==> config.mk <==
export PLATFORM = sky130hd
export DESIGN_NAME = gate_input_debouncer
export DESIGN_NICKNAME = d
export VERILOG_FILES = /design/src/rtl/gate_input_debouncer_pkg.sv /design/src/rtl/gate_input_debouncer_channel.sv /design/src/rtl/gate_input_debouncer.sv
export SDC_FILE = /design/constraint.sdc
export NUM_CORES = 1
export LEC_CHECK = 0
export BUFFER_PORTS_ARGS = -buffer_cell sky130_fd_sc_hd__buf_2
export CAP_MARGIN = 30
export CELL_PAD_IN_SITES_DETAIL_PLACEMENT = 2
export CELL_PAD_IN_SITES_GLOBAL_PLACEMENT = 2
export CORE_ASPECT_RATIO = 0.8
export CORE_MARGIN = 2
export CORE_UTILIZATION = 43
export DETAILED_ROUTE_END_ITERATION = 8
export PLACE_DENSITY_LB_ADDON = 0.1
export SYNTH_ARGS = -nofsm -noshare
export SYNTH_HDL_FRONTEND = slang
export SYNTH_HIERARCHICAL = 1
export SYNTH_SLANG_ARGS = --single-unit
==> constraint.sdc <==
create_clock -name clk -period 3.75 [get_ports clk]
set_input_delay 0.5625 -clock clk [delete_from_list [all_inputs] [get_ports clk]]
set_output_delay 0.5625 -clock clk [all_outputs]
set_load 0.01 [all_outputs]
==> src/rtl/gate_input_debouncer_pkg.sv <==
// Shared constants for the gate-network input conditioning stage.
// Channel indices map switch inputs A..G onto bus bits 0..6.
package gate_in_pkg;

  localparam int NUM_CH = 7;

  localparam int CH_A = 0;
  localparam int CH_B = 1;
  localparam int CH_C = 2;
  localparam int CH_D = 3;
  localparam int CH_E = 4;
  localparam int CH_F = 5;
  localparam int CH_G = 6;

  localparam int DEF_TICK_DIV     = 1000;
  localparam int DEF_STABLE_TICKS = 8;

endpackage

==> src/rtl/gate_input_debouncer_channel.sv <==
// One debounced switch bit: two-flop synchroniser, stability counter,
// registered clean level and one-cycle change flag.
module debounce_channel #(
  parameter int   STABLE_TICKS = 8,
  parameter logic RESET_VAL    = 1'b0
) (
  input  logic clk,
  input  logic rst_n,
  input  logic tick,
  input  logic raw,
  output logic level,
  output logic change,
  output logic flip
);

  localparam int CW =
    (STABLE_TICKS > 1) ? $clog2(STABLE_TICKS) : 1;
  localparam logic [CW-1:0] LAST = CW'(STABLE_TICKS - 1);

  logic          sync1;
  logic          sync2;
  logic [CW-1:0] cnt;
  logic          mismatch;

  assign mismatch = sync2 != level;
  assign flip     = mismatch && tick && (cnt == LAST);

  always_ff @(posedge clk or negedge rst_n) begin
    if (!rst_n) begin
      sync1  <= RESET_VAL;
      sync2  <= RESET_VAL;
      level  <= RESET_VAL;
      cnt    <= '0;
      change <= 1'b0;
    end else begin
      sync1  <= raw;
      sync2  <= sync1;
      change <= flip;
      // any agreement restarts the window, tick or not
      if (!mismatch) begin
        cnt <= '0;
      end else if (tick) begin
        if (flip) begin
          level <= sync2;
          cnt   <= '0;
        end else begin
          cnt <= cnt + 1'b1;
        end
      end
    end
  end

endmodule

==> src/rtl/gate_input_debouncer.sv <==
// Seven-channel switch debouncer feeding the gate network; shared
// sample-tick prescaler plus per-channel filters and change reporting.
module gate_input_debouncer #(
  parameter int NUM_CH       = gate_in_pkg::NUM_CH,
  parameter int TICK_DIV     = gate_in_pkg::DEF_TICK_DIV,
  parameter int STABLE_TICKS = gate_in_pkg::DEF_STABLE_TICKS,
  parameter logic [NUM_CH-1:0] RESET_VAL = '0
) (
  input  logic              clk,
  input  logic              rst_n,
  input  logic              en,
  input  logic [NUM_CH-1:0] sw_in,
  output logic [NUM_CH-1:0] sw_out,
  output logic [NUM_CH-1:0] change_mask,
  output logic              change_pulse
);

  localparam int PW =
    (TICK_DIV > 1) ? $clog2(TICK_DIV) : 1;
  localparam logic [PW-1:0] LAST = PW'(TICK_DIV - 1);

  logic [PW-1:0]     count;
  logic              tick;
  logic [NUM_CH-1:0] flip;

  assign tick = en && (count == LAST);

  always_ff @(posedge clk or negedge rst_n) begin
    if (!rst_n) begin
      count <= '0;
    end else if (en) begin
      count <= (count == LAST) ? '0 : count + 1'b1;
    end
  end

  for (genvar i = 0; i < NUM_CH; i++) begin : g_ch
    debounce_channel #(
      .STABLE_TICKS(STABLE_TICKS),
      .RESET_VAL   (RESET_VAL[i])
    ) u_ch (
      .clk   (clk),
      .rst_n (rst_n),
      .tick  (tick),
      .raw   (sw_in[i]),
      .level (sw_out[i]),
      .change(change_mask[i]),
      .flip  (flip[i])
    );
  end

  // registered from the same next-state terms, so it lines up with change_mask
  always_ff @(posedge clk or negedge rst_n) begin
    if (!rst_n) begin
      change_pulse <= 1'b0;
    end else begin
      change_pulse <= |flip;
    end
  end

endmodule

**After elaboration in Yosys (flattened, before gate mapping)**

Index checks and enable logic that the tools add are counted.

- Register bits after elaboration: 60
- Input bits: 10
- Output and inout port bits: 15
- Word-level logic and storage cells: 112

- Add/sub/neg operators: 8
- Equality and inequality tests: 22
- Multiplexer cells: 22
- Reduce and logical (&&, ||, !) cells: 23

Operator list:

| kind | count |
|---|---|
| $mux 3 | 21 |
| $add 3x1->3 const B | 7 |
| $eq 3x3->1 const B | 7 |
| $reduce_and 3->1 | 7 |
| $logic_and 1x1->1 | 15 |
| $ne 2x2->1 const B | 6 |
| $add 10x1->10 const B | 1 |
| $eq 10x10->1 const B | 1 |
| $mux 10 | 1 |
| $ne 1x1->1 | 7 |
| $reduce_or 7->1 | 1 |
| $ne 2x1->1 const B | 1 |

**Logic depth before layout (Yosys ltp)**

- Depth in word-level cells: 7
- Mapped depth: 7
- Depth with buffers taken out: 7

**Hierarchy**

The synthesis kept the hierarchy.

By module, submodules not included:

| module | times used | cells each | area each (um2) | seq. area each (um2) |
|---|---|---|---|---|
| debounce_channel | 7 | 21 | 284.0 | 175.2 |
| gate_input_debouncer | 1 | 67 | 663.1 | 275.3 |

**Worst setup path before layout**

No wires, ideal clock.

- Path kind: input-to-reg
- Start: in en
- End: reg g_ch[0].u_ch.level
- Library setup time: 0.128 ns
- Arrival time: 2.379 ns
- Data required time: 3.622 ns
- Setup slack: 1.243 ns
- Cell stages on the path: 5
- Buffers on the path: 1
- Cell sequence: buf_4 -> nand3_2 -> nor4_4 -> nand2_1 -> mux2_1

- Word-level cells in the longest chain between the ends: 4

Ends and longest elaborated chain:

| element | RTL line | source |
|---|---|---|
| from (decl) | gate_input_debouncer.sv:11 | `input logic en,` |
| $logic_and 1x1->1 (*) | gate_input_debouncer.sv:26 | `assign tick = en && (count == LAST);` |
| net tick | gate_input_debouncer.sv:23 | `logic tick;` |
| $logic_and 1x1->1 (2 in a row) | gate_input_debouncer_channel.sv:26 | `assign flip = mismatch && tick && (cnt == LAST);` |
| $reduce_and 3->1 (no source line) (*) | - |  |
| to (signal assigned) | gate_input_debouncer_channel.sv:44 | `level <= sync2;` |
| to (decl) | gate_input_debouncer_channel.sv:11 | `output logic level,` |

The timed path passes the listed nets; every way through them passes the cells marked *.
A chain may end at the register's enable or synchronous reset.

**Worst setup path after layout**

- Start: reg count[4]
- End: reg g_ch[5].u_ch.level

- Word-level cells in the longest chain between the ends: 5

Ends and longest elaborated chain:

| element | RTL line | source |
|---|---|---|
| from (decl) | gate_input_debouncer.sv:22 | `logic [PW-1:0] count;` |
| from (signal assigned) | gate_input_debouncer.sv:32 | `count <= (count == LAST) ? '0 : count + 1'b1;` |
| $eq 10x10->1 (*) | gate_input_debouncer.sv:26 |  |
| $logic_and 1x1->1 (*) | gate_input_debouncer.sv:26 |  |
| net tick | gate_input_debouncer.sv:23 |  |
| $logic_and 1x1->1 (2 in a row) | gate_input_debouncer_channel.sv:26 |  |
| $reduce_and 3->1 (no source line) (*) | - |  |
| to (signal assigned) | gate_input_debouncer_channel.sv:44 |  |
| to (decl) | gate_input_debouncer_channel.sv:11 |  |

Marks and branches as above.

==> summary.md <==
| Metric | Value |
|---|---|
| Cell-by-cell trace of the critical path | nand3b_1 > nor4_4 > buf_4 > nand2_1 > mux2_1 |
| Sw frac | 25.67% |
| Filler Cell Count | ~580 |
| Critical Path Slowest Stage Cell | dfrtp_1 |
| Ys async rst share | 100.0% |
| FMAX | 456.6 MHz |
| Synth area leader | dfrtp_1 |
| Total grt overflow | 0 |
| IO Port Bufs | 24 |
| First-pass detailed-route iteration total | 2 |
| Pwr Density | 535.3 nW/um2 |
| Seq pwr share | 46.1% |
| Clk sinks | 60 |
| Final WL | 5.959 mm |
| DP Wirelength | between 4 and 5 mm |
| Slew Limit Headroom | 42.09% |
| Cell with the most instances after synthesis | dfrtp_1 |
| H-tree depth | 3 |
| #FFs+latches synth | 60 |
| TritonCTS clock tree | built |
| Post-CTS Setup Inserts | 0 |
| Clock network power share | 43.5% |
| Status | finished, final reports clean |
| Synthesized area | about 2700 um2 |
| Die width | 91.79 um |
| Largest net degree at the start of global routing | 46 |
| Clk_lat worst skew | 330 ps |
| Top-area cell type share of the netlist area | between 50% and 60% |
| Post-route minimum period | 2190 ps |
| Sw Pwr | 0.0004277 W |
| Combinational power share | between 10% and 20% |
| Internal | around 0.0012 W |
| Critical path class | flop to flop |
| Row count | 25 |
| DIE HEIGHT | around 74 um |
| Seq/Total Area, Yosys | 56.63% |
| Area of the multi-input gates | 1114 um2 |
| Net Count, Synth | 239 |
| Dpl cells | approximately 320 |
| DR iter-0 viols | 39 |
| CP arrival | 2400 ps |
| Layout cells sized above 1 | about 21% |
| Final period util | 58.40% |
| Initial antenna violation count | 0 |
| Area of the core | slightly below 6000 um2 |
| CP required | 3960 ps |
| Final nets | 272 |
| Fin Setup TNS | 0 ps |
| Register area | around 1500 um2 |
| Hold Crit Class | input pin to flop |
| GR Util All Layers | between 20% and 30% |
| Final Total Pwr | 0.001666 W |
| Post-DR vias/cell | between 5 and 6 |
| Leakage | 1.468 nW |
| CTS resizes | 0 |
| RSZ-0062 raised after global routing | false |
| Vias | 1,762 |
| Crit start category | flop |
| Post-place setup slack | approximately 1600 ps |
| Number of enable flip-flop cells after synthesis | 0 |
| DR WL/cell | 17.89 um |
| Mean Syn Cell Area | 12.39 um2 |
| Vias in the first global route | 2,015 |
| Post-CTS Hold Buffers | 0 |
| Die area | 6814 um2 |
| Syn Inst Count | 214 |
| Clock buffer depth | 2 |
| Synth warnings | 6 |
| DRC viols | 0 |
| Final ANT Viol Nets | 0 |
| Num ports | 25 |
| Final-report setup violation count | 0 |
| Worst-path fanout max | 45 |
| Post-synth cell types | 41 |
| CTS Buf Count | 9 |
| Layout area overhead | 17.41% |
| Maxcap violations | 0 |
| Predominant post-synthesis flop cell | dfrtp_1 |
| CP Capture Type | flop |
| Hold Fails Final Rpt | 0 |
| Clock slew at reported path FFs | around 70 ps |
| Clock Skew | 5.584 ps |
| Synth area leaders | dfrtp_1 (57%), ha_1 (7.1%), nand2b_1 (3.3%), xnor2_1 (3.3%), mux2i_1 (3.0%) |
| Slew Viols, Final | 0 |
| Finished Layout Cells | about 330 |
| Antenna cells | 0 |
| Util after Layout | 52.38% |
| Initial Util | 44.61% |
| Least-Margin Pin Slew | just under 900 ps |
| Gpl congestion | 0.8348 |
| PnR worst setup slack | 1560 ps |
| Clk Tree Root Cell | clkbuf_8 |
| First-pass GRT wire length | 10.25 mm |
| VDD IR-drop max | 0.3374 mV |
| Slowest cell delay on critical path | between 500 and 600 ps |
| Top cells by count, synth | dfrtp_1 (60), nor2_1 (17), ha_1 (15) |
==> registers in the layout, indices dropped and copies added (netlist names) <==
signal,cells
g_ch.u_ch/cnt,21
change_pulse,1
g_ch.u_ch/change,7
count,10
g_ch.u_ch/sync2,7
g_ch.u_ch/sync1,7
g_ch.u_ch/level,7
==> routing by layer <==
layer / share of wire [%] / global-route usage, % / vias up
li1: - / - / 829
met1: 45 / 24.92 / 898
met2: 51 / 34.07 / 25
met3: 2.6 / 4.965 / 10
met4: 1.6 / 8.458 / 0
met5: 0 / 0 / -
==> final cells by class <==
class / count / share of cell area, %
clock buffer: 12 / 4.984
clock inverter: 4 / 3.055
sequential: 60 / 48.23
tap: 81 / 3.256
inverter: 3 / 0.3617
timing repair buffer: 26 / 4.341
multi-input combinational: 147 / 35.77
==> kinds of logic (layout without fill, tap and decap cells) <==
group	Yosys count	count (layout)	synth area share [%]
fa+ha+maj	15	15	7.079
simple gates	79	79	18.31
mux	15	15	5.994
compound gates	28	28	7.315
xor+xnor	10	10	3.303
flops	60	60	56.63
buf+inv	7	45	1.368
==> power by group through the flow <==
stage / sequential [W] / combinational, W / clock (W)
CTS: 0.000768 / 0.000178 / 0.000745
detailed placement: 0.000777 / 0.000175 / 0
global placement: 0.000766 / 0.000159 / 0
finish: 0.000768 / 0.000173 / 0.000725
floorplan: 0.000729 / 0.000161 / 0
global route: 0.000778 / 0.000198 / 0.000770
==> critical path: cells and delay by family, from the launching register on <==
family	cells	cell delay, ps
muxes	1	350
buffers and inverters	1	440
and+or+nand+nor	3	740
DFF	1	520
==> final timing paths <==
| path | to | from | slack (ps) | cells past startpoint |
|---|---|---|---|---|
| setup / recovery | g_ch[5].u_ch/level | count[4] | 1560 | 5 |
| hold / removal | g_ch[5].u_ch/sync1 | sw_in[5] | 330 | 1 |
| setup reg to reg | g_ch[5].u_ch/level | count[4] | 1560 | 5 |
| hold reg to reg | g_ch[4].u_ch/sync2 | g_ch[4].u_ch/sync1 | 350 | 0 |
| max in group asynchronous | g_ch[1].u_ch/cnt[1] | rst_n | 2590 | 2 |
| min in group asynchronous | g_ch[3].u_ch/cnt[0] | rst_n | 340 | 1 |
==> cell usage in the layout, fill, tap and decap left out, drive strengths merged, types with 2 or more instances in the layout <==
master	synthesis	final
dfrtp	60	60
buf	4	26
nor2	17	17
a21oi	16	16
ha	15	15
nand2b	14	14
nand2	12	12
clkbuf	0	12
xnor2	10	10
nand3b	8	8
mux2i	8	8
or3b	7	7
mux2	7	7
nand4	4	4
bufinv	0	3
nand3	3	3
nor4	3	3
and4	3	3
inv	3	3
o21ai	3	3
o311ai	2	2
==> stage by stage <==
| stage | instance area (um2) | hold WS [ps] |
|---|---|---|
| after global placement | 2863 | 332.1 |
| after global routing | 3113 | 306.7 |
| after CTS | 3113 | 314.0 |
| after floorplan | 2651 | 266.9 |
| after detailed placement | 2863 | 337.1 |
| final | 3113 | 333.8 |
Power figures use the tool's default switching activity.
